<file path="src/rtl/rob_retire.sv">
// In-order retirement buffer: records renamed instructions, tracks completion,
// and returns each displaced physical register to the rename free list at retirement.
module rob_retire #(
    parameter int DEPTH  = 16,
    parameter int TAG_W  = 4,
    parameter int PHYS_W = 5
) (
    input  logic              clk,
    input  logic              reset,
    input  logic              alloc,
    input  logic              alloc_has_dest,
    input  logic [2:0]        alloc_arch_dest,
    input  logic [PHYS_W-1:0] alloc_phys,
    input  logic [PHYS_W-1:0] alloc_old_phys,
    output logic              alloc_ready,
    output logic [TAG_W-1:0]  alloc_tag,
    input  logic              complete,
    input  logic [TAG_W-1:0]  complete_tag,
    output logic              new_free,
    output logic [PHYS_W-1:0] new_free_reg,
    output logic              retire_valid,
    output logic [2:0]        retire_arch,
    output logic [PHYS_W-1:0] retire_phys,
    output logic [TAG_W:0]    count,
    output logic              empty
);

    localparam int PTR_W = TAG_W + 1;

    logic [PTR_W-1:0]  r_head;
    logic [PTR_W-1:0]  r_tail;
    logic [DEPTH-1:0]  r_valid;
    logic [DEPTH-1:0]  r_done;
    logic [DEPTH-1:0]  w_valid_next;
    logic [DEPTH-1:0]  w_done_next;

    logic              r_has_dest [DEPTH];
    logic [2:0]        r_arch     [DEPTH];
    logic [PHYS_W-1:0] r_phys     [DEPTH];
    logic [PHYS_W-1:0] r_old_phys [DEPTH];

    logic              r_new_free;
    logic [PHYS_W-1:0] r_new_free_reg;
    logic              r_retire_valid;
    logic [2:0]        r_retire_arch;
    logic [PHYS_W-1:0] r_retire_phys;

    logic [TAG_W-1:0]  w_head_idx;
    logic [TAG_W-1:0]  w_tail_idx;
    logic              w_full;
    logic              w_alloc_fire;
    logic              w_retire;

    assign w_head_idx   = r_head[TAG_W-1:0];
    assign w_tail_idx   = r_tail[TAG_W-1:0];
    assign w_full       = (w_head_idx == w_tail_idx) && (r_head[TAG_W] != r_tail[TAG_W]);
    assign w_alloc_fire = alloc && !w_full;
    assign w_retire     = r_valid[w_head_idx] && r_done[w_head_idx];

    assign alloc_ready  = !w_full;
    assign alloc_tag    = w_tail_idx;
    assign count        = r_tail - r_head;
    assign empty        = (r_head == r_tail);

    // Alloc and retire never hit the same entry: that would need a full buffer,
    // where alloc is refused. Complete sees only entries valid at cycle start.
    generate
        for (genvar gi = 0; gi < DEPTH; gi++) begin : g_entry
            logic w_alloc_hit;
            logic w_retire_hit;
            logic w_complete_hit;

            assign w_alloc_hit    = w_alloc_fire && (w_tail_idx == TAG_W'(gi));
            assign w_retire_hit   = w_retire && (w_head_idx == TAG_W'(gi));
            assign w_complete_hit = complete && (complete_tag == TAG_W'(gi)) && r_valid[gi];

            assign w_valid_next[gi] = w_alloc_hit  ? 1'b1 :
                                      w_retire_hit ? 1'b0 : r_valid[gi];
            assign w_done_next[gi]  = (w_alloc_hit || w_retire_hit) ? 1'b0 :
                                      w_complete_hit ? 1'b1 : r_done[gi];
        end
    endgenerate

    always_ff @(posedge clk) begin
        if (reset) begin
            r_head         <= '0;
            r_tail         <= '0;
            r_valid        <= '0;
            r_done         <= '0;
            r_new_free     <= 1'b0;
            r_new_free_reg <= '0;
            r_retire_valid <= 1'b0;
            r_retire_arch  <= '0;
            r_retire_phys  <= '0;
        end else begin
            r_valid <= w_valid_next;
            r_done  <= w_done_next;
            if (w_alloc_fire) begin
                r_tail <= r_tail + 1'b1;
            end
            r_retire_valid <= w_retire;
            r_new_free     <= w_retire && r_has_dest[w_head_idx];
            if (w_retire) begin
                r_head         <= r_head + 1'b1;
                r_retire_arch  <= r_arch[w_head_idx];
                r_retire_phys  <= r_phys[w_head_idx];
                r_new_free_reg <= r_old_phys[w_head_idx];
            end
        end
    end

    // Payload needs no reset: valid gates every use of it.
    always_ff @(posedge clk) begin
        if (w_alloc_fire) begin
            r_has_dest[w_tail_idx] <= alloc_has_dest;
            r_arch[w_tail_idx]     <= alloc_arch_dest;
            r_phys[w_tail_idx]     <= alloc_phys;
            r_old_phys[w_tail_idx] <= alloc_old_phys;
        end
    end

    assign new_free     = r_new_free;
    assign new_free_reg = r_new_free_reg;
    assign retire_valid = r_retire_valid;
    assign retire_arch  = r_retire_arch;
    assign retire_phys  = r_retire_phys;

endmodule

</file>
<file path="config.mk">
export PLATFORM = sky130hd
export DESIGN_NAME = rob_retire
export DESIGN_NICKNAME = d
export VERILOG_FILES = /design/src/rtl/rob_retire.sv
export SDC_FILE = /design/constraint.sdc
export NUM_CORES = 1
export LEC_CHECK = 0
export CAP_MARGIN = 20
export CORE_ASPECT_RATIO = 0.7
export CORE_UTILIZATION = 35
export DETAILED_ROUTE_END_ITERATION = 8
export HOLD_SLACK_MARGIN = 0.06
export PLACE_DENSITY = 0.62
export SLEW_MARGIN = 5
export SYNTH_ARGS = -nofsm -noshare
export SYNTH_HDL_FRONTEND = slang
export SYNTH_SLANG_ARGS = --single-unit
</file>
<file path="constraint.sdc">
create_clock -name clk -period 3 [get_ports clk]
set_input_delay 0.6 -clock clk [delete_from_list [all_inputs] [get_ports clk]]
set_output_delay 0.6 -clock clk [all_outputs]
set_load 0.01 [all_outputs]
</file>
## Word level (Yosys, flattened, before mapping)

Memory sizes are Yosys's and may differ from the RTL's. A register that Yosys moved wholly into a read port is not among the register bits.
Cells that the tools add are included.

| operators by class | value |
|---|---|
| add/sub/neg operators | 3 |
| $lt $le $gt $ge | 1 |
| equal/unequal tests | 48 |
| multiplexer cells | 40 |
| reduce and logical (&&, ||, !) cells | 120 |

Operators by type and width:

| operator | count |
|---|---|
| 4-bit == test (second input constant) | 24 |
| 1-bit logical AND | 68 |
| 4-bit by 3-bit == test with 1-bit output (second input constant) | 12 |
| 1-bit 2-to-1 mux | 36 |
| 2-bit nonzero test | 16 |
| 2-bit OR reduction | 16 |
| 4-bit by 2-bit == test with 1-bit output (second input constant) | 6 |
| 1-bit logical OR | 16 |
| 4-bit by 1-bit == test with 1-bit output (second input constant) | 3 |
| 4-bit logical NOT | 3 |
| 5-bit by 1-bit adder with 5-bit output (second input constant) | 2 |
| 1-bit binary-select mux with 4-bit select | 2 |
| 4-bit 2-to-1 mux | 2 |
| 5-bit == test | 1 |
| 4-bit by 5-bit less-than comparator with 1-bit output (second input constant) | 1 |
| 5-bit subtractor | 1 |
| 4-bit == test | 1 |
| 1-bit logical NOT | 1 |
| 1-bit inequality test | 1 |

| storage, ports and cells | value |
|---|---|
| bits in registers | 44 |
| RAM bits | 224 |
| input bits | 22 |
| output and inout bits | 26 |
| logic and storage cells | 252 |
| memories kept | 4 |

Memories:

| memory | words | width | read ports | clocked after Yosys merged registers in | wr ports | line | source |
|---|---|---|---|---|---|---|---|
| r_old_phys | 16 | 5 | 1 | 1 | 1 | 40 | `logic [PHYS_W-1:0] r_old_phys [DEPTH];` |
| r_phys | 16 | 5 | 1 | 1 | 1 | 39 | `logic [PHYS_W-1:0] r_phys [DEPTH];` |
| r_arch | 16 | 3 | 1 | 1 | 1 | 38 | `logic [2:0] r_arch [DEPTH];` |
| r_has_dest | 16 | 1 | 1 | 1 | 1 | 37 | `logic r_has_dest [DEPTH];` |

## Logic depth before layout (Yosys ltp)

| logic depth | value |
|---|---|
| depth after elaboration | 7 |
| mapped depth | 10 |
| depth with buffers taken out | 9 |

## Worst setup path after synthesis

Ideal clock, no wire load.

| timing | value |
|---|---|
| kind | register -> register |
| from | register r_head[2] |
| to | register r_valid[6] |
| setup time | 0.091 ns |
| data arrival time | 2.491 ns |
| data required time | 2.909 ns |
| setup slack | 0.419 ns |
| cell stages (with the launch flop) | 11 |
| buffers on the path | 1 |
| clock period less this slack | 2.581 ns |
| path through | dfxtp_1 > inv_1 > ha_1 > and4_1 > a21boi_0 > buf_2 > and3b_1 > nand2_1 > inv_1 > nor2_1 > a311oi_1 |

| on the way | value |
|---|---|
| cells in the longest elaborated chain, start to end | 6 |
| elaborated cells between the ends (all ways) | 14 |
| classes of those cells | eq/ne (2); mux (5); reduce/logical (7) |

Ends and longest elaborated chain:

| item | line | source |
|---|---|---|
| from (decl) | 30 | `logic [PTR_W-1:0] r_head;` |
| from (signal assigned) | 104 | `r_head <= r_head + 1'b1;` |
| 4-bit == test (*) | 56 | `assign w_full = (w_head_idx == w_tail_idx) && (r_head[TAG_W] != r_tail[TAG_W]);` |
| 1-bit logical AND (*) | 56 |  |
| 1-bit logical NOT (*) | 57 | `assign w_alloc_fire = alloc && !w_full;` |
| 1-bit logical AND (*) | 57 |  |
| 1-bit logical AND (*) | 73 | `assign w_alloc_hit = w_alloc_fire && (w_tail_idx == TAG_W'(gi));` |
| net g_entry[6].w_alloc_hit | 69 | `logic w_alloc_hit;` |
| 1-bit 2-to-1 mux / 2-bit nonzero test (equally long branches) | n/a |  |
| to (signal assigned) | 96 | `r_valid <= w_valid_next;` |
| to (decl) | 32 | `logic [DEPTH-1:0] r_valid;` |

Mark *: on every way through the listed nets, which the timed path passes. The rest lies on a longest branch. The select of a mux whose other input is x is not followed.
A chain may end at the register's enable or synchronous reset.

## Worst setup path after layout

| timing | value |
|---|---|
| from | register r_head[2] |
| to | output empty |

| on the way | value |
|---|---|
| cells in the longest elaborated chain, start to end | 1 |

Ends and longest elaborated chain:

| item | line | source |
|---|---|---|
| 5-bit == test | 63 | `assign empty = (r_head == r_tail);` |
| to (decl) | 25 | `output logic empty` |

Every way passes these cells.

==> impl_metrics.py <==
metrics = {
    "run_status": {
        "outcome": "finished clean",
    },
    "sta": {
        "fmax_ghz": 0.3506,
        "fin_crit_ps": 2852,
        "hold_ws_ps": 455.3,
        "tightest_slew_ps": 716.2,
        "setup_viol": 0,
        "setup_tns_ps": 0,
        "skew_ps": 30.09,
        "hold_violations": 0,
        "relSlewSlack_pct": 52.25,
        "fin_crit_sh_pct": 95.07,
        "rsz0062_at_grt": "no",
        "slew_viol_final": 0,
    },
    "setup_path": {
        "r2r_setup_slack_ps": 470,
        "slowest_stage": "clkdlybuf4s50_1",
        "cp-start-kind": "flop",
        "worstSetupEndpointType": "primary output",
        "arrival_ps": 2250,
        "crit_family": "buffers and inverters",
        "cp.required_ps": 2400,
        "max_stage_delay_ps": 550,
        "crit_chain": "inv_1 -> ha_4 -> and4_1 -> nor2b_1 -> clkdlybuf4s50_1",
        "crit_buf_inv": 2,
        "cp_max_fo": 4,
        "crit_type": "reg -> out",
    },
    "place": {
        "place.gp.congestion": 0.8169,
        "post_dp_cell_area_um2": 12610,
        "dp_hpwl_um": 16990,
        "port_buffers": 47,
    },
    "power": {
        "leakage_nw": 4.421,
        "p_per_area_nw_per_um2": 612.7,
        "peakVddDrop_v": 0.0003926,
        "power_mw": 8.256,
    },
    "global_routing": {
        "grt_max_degree": 35,
        "overflow": 0,
        "antenna_found_initial": 2,
        "groute.usage.overall_pct": 16.49,
        "grt_pass1_vias": 6361,
        "grt_pass1_wl_um": 40860,
    },
    "layout": {
        "layout.nets": 769,
        "drive_gt1_share_pct": 23.74,
        "layout_commonest_cell": "edfxtp_1",
        "reg_top3": "r_old_phys (80), r_phys (80), r_arch (48)",
        "final_cell_mix": "edfxtp_1 (224), mux4_2 (59), dfxtp_1 (58)",
        "fin_area_um2": 13470,
        "fillers": 2812,
        "post-route-util_pct": 42.70,
        "num_antenna_cells": 0,
        "areaGrowthSynthToFinish_pct": 18.35,
    },
    "routing": {
        "dr.pass1.iters": 6,
        "num_vias": 6312,
        "drtAntennaViolNets": 0,
        "drc": 0,
        "drtIter0Drc": 612,
        "routed_wl_um": 27000,
        "wl_per_cell_um": 23.00,
        "via_per_inst": 5.376,
    },
    "synth": {
        "yosysWarnings": 0,
        "syn_area_um2": 11380,
        "syn-instance-count": 649,
        "synthArstFlopShare_pct": 0,
        "synth.distinct_cells": 49,
        "synth_edf_count": 224,
        "yosys_register_bits": 285,
        "synthesis.nets": 684,
        "seq_area_frac_synth_pct": 69.81,
        "synthFlopType": "edfxtp_1",
        "avgSynthCellArea_um2": 17.54,
    },
    "clock_tree": {
        "cts-buffers-inserted": 26,
        "clkTransAtPathRegs_ps": 70,
        "cts_num_sinks": 285,
        "htreeDepth": 1,
        "cts-hold-fix-buffers": 0,
        "cts_setup_buffers": 0,
        "clk_path_buf_depth": 3,
        "clock_latency_ps": 550,
        "cts_tree": "yes",
        "clock-root-buffer": "clkbuf_16",
    },
    "floorplan": {
        "core-area_um2": 31550,
        "die_h_um": 152.9,
        "io_pins": 48,
        "fp-row-count": 54,
        "fp.dieW_um": 217.6,
        "start_util_pct": 36.08,
        "die_area_um2": 33260,
    },
    "worst_hold_path": {
        "hold_path_class": "in -> reg",
    },
    "flow_run": {
        "cap_violations": 0,
    },
}
-- worst paths after layout --
| kind | startpoint | to | depth (start not counted) |
|---|---|---|---|
| max | r_head[2]$_SDFFE_PP0P_ | empty | 5 |
| min reg2reg | r_valid[15]$_SDFFE_PP0P_ | r_valid[15]$_SDFFE_PP0P_ | 2 |
| max reg2reg | r_head[2]$_SDFFE_PP0P_ | r_old_phys[8][4]$_DFFE_PP_ | 9 |
| min | reset | r_tail[0]$_SDFFE_PP0P_ | 2 |
-- synth_stat cells (4+ instances only) --
| cell | count | area, um^2 |
|---|---|---|
| a41oi_1 | 6 | 52.55 |
| edfxtp_1 | 224 | 6726 |
| dfxtp_1 | 61 | 1221 |
| buf_2 | 11 | 55.05 |
| a2111oi_0 | 13 | 113.9 |
| o21ba_2 | 6 | 60.06 |
| mux2_2 | 9 | 101.4 |
| xor2_1 | 4 | 35.03 |
| clkbuf_1 | 19 | 71.32 |
| ha_1 | 12 | 150.1 |
| buf_4 | 4 | 30.03 |
| a31oi_1 | 10 | 62.56 |
| nand4_1 | 4 | 25.02 |
| inv_1 | 21 | 78.83 |
| nor2_1 | 27 | 101.4 |
| mux4_2 | 59 | 1329 |
| nor2b_1 | 17 | 106.4 |
| a311oi_1 | 6 | 52.55 |
| xnor2_1 | 5 | 43.79 |
| nand2_1 | 17 | 63.81 |
| nand2b_1 | 6 | 37.54 |
| a21oi_1 | 20 | 100.1 |
| a21boi_0 | 5 | 37.54 |
| nor4_1 | 4 | 25.02 |
| and2_1 | 8 | 50.05 |
| mux2_4 | 7 | 105.1 |
| a22oi_1 | 26 | 195.2 |
-- per-layer routing --
layer / track usage, % / part of all wire, %
met2: 23.92 / 44
met5: 0 / 0
met4: 3.488 / 1.8
met1: 25.37 / 48
met3: 3.343 / 6.1
-- what timing repair did --
action	CTS	global route
gates resized for setup	2	4
pin swaps	0	0
endpoints found under the setup margin	1	4
hold endpoints to repair	0	0
-- metrics by stage --
stage               setup slack, ps  std cells
floorplan                     418.5        649
finish                        148.0       1174
global placement              454.3       1126
detailed placement            404.8       1126
global route                  9.373       1174
CTS                           42.42       1174
-- report_power, final --
| group | switching, mW | internal, mW | total, mW |
|---|---|---|---|
| combinational | 0.327 | 0.311 | 0.638 |
| clock | 1.43 | 1.85 | 3.28 |
| sequential | 0.0259 | 4.32 | 4.34 |
-- logic make-up after synthesis --
logic type	share of synthesized area (%)
flops	69.81
fa+ha+maj	1.495
simple gates	4.715
xor+xnor	0.6923
compound gates	7.166
buf+inv	2.231
mux	13.89
-- final cells by class --
cell class / count / area [um^2] / area share, %
clock buffers: 27 / 654.4 / 4.857
clock inverters: 21 / 186.4 / 1.384
inverters: 23 / 86.33 / 0.6407
multi-input cells: 306 / 3198 / 23.73
flip-flops and latches: 285 / 7954 / 59.03
well taps: 420 / 525.5 / 3.900
repair buffers: 92 / 869.6 / 6.454
No activity file was read; power rests on OpenSTA's default activity.
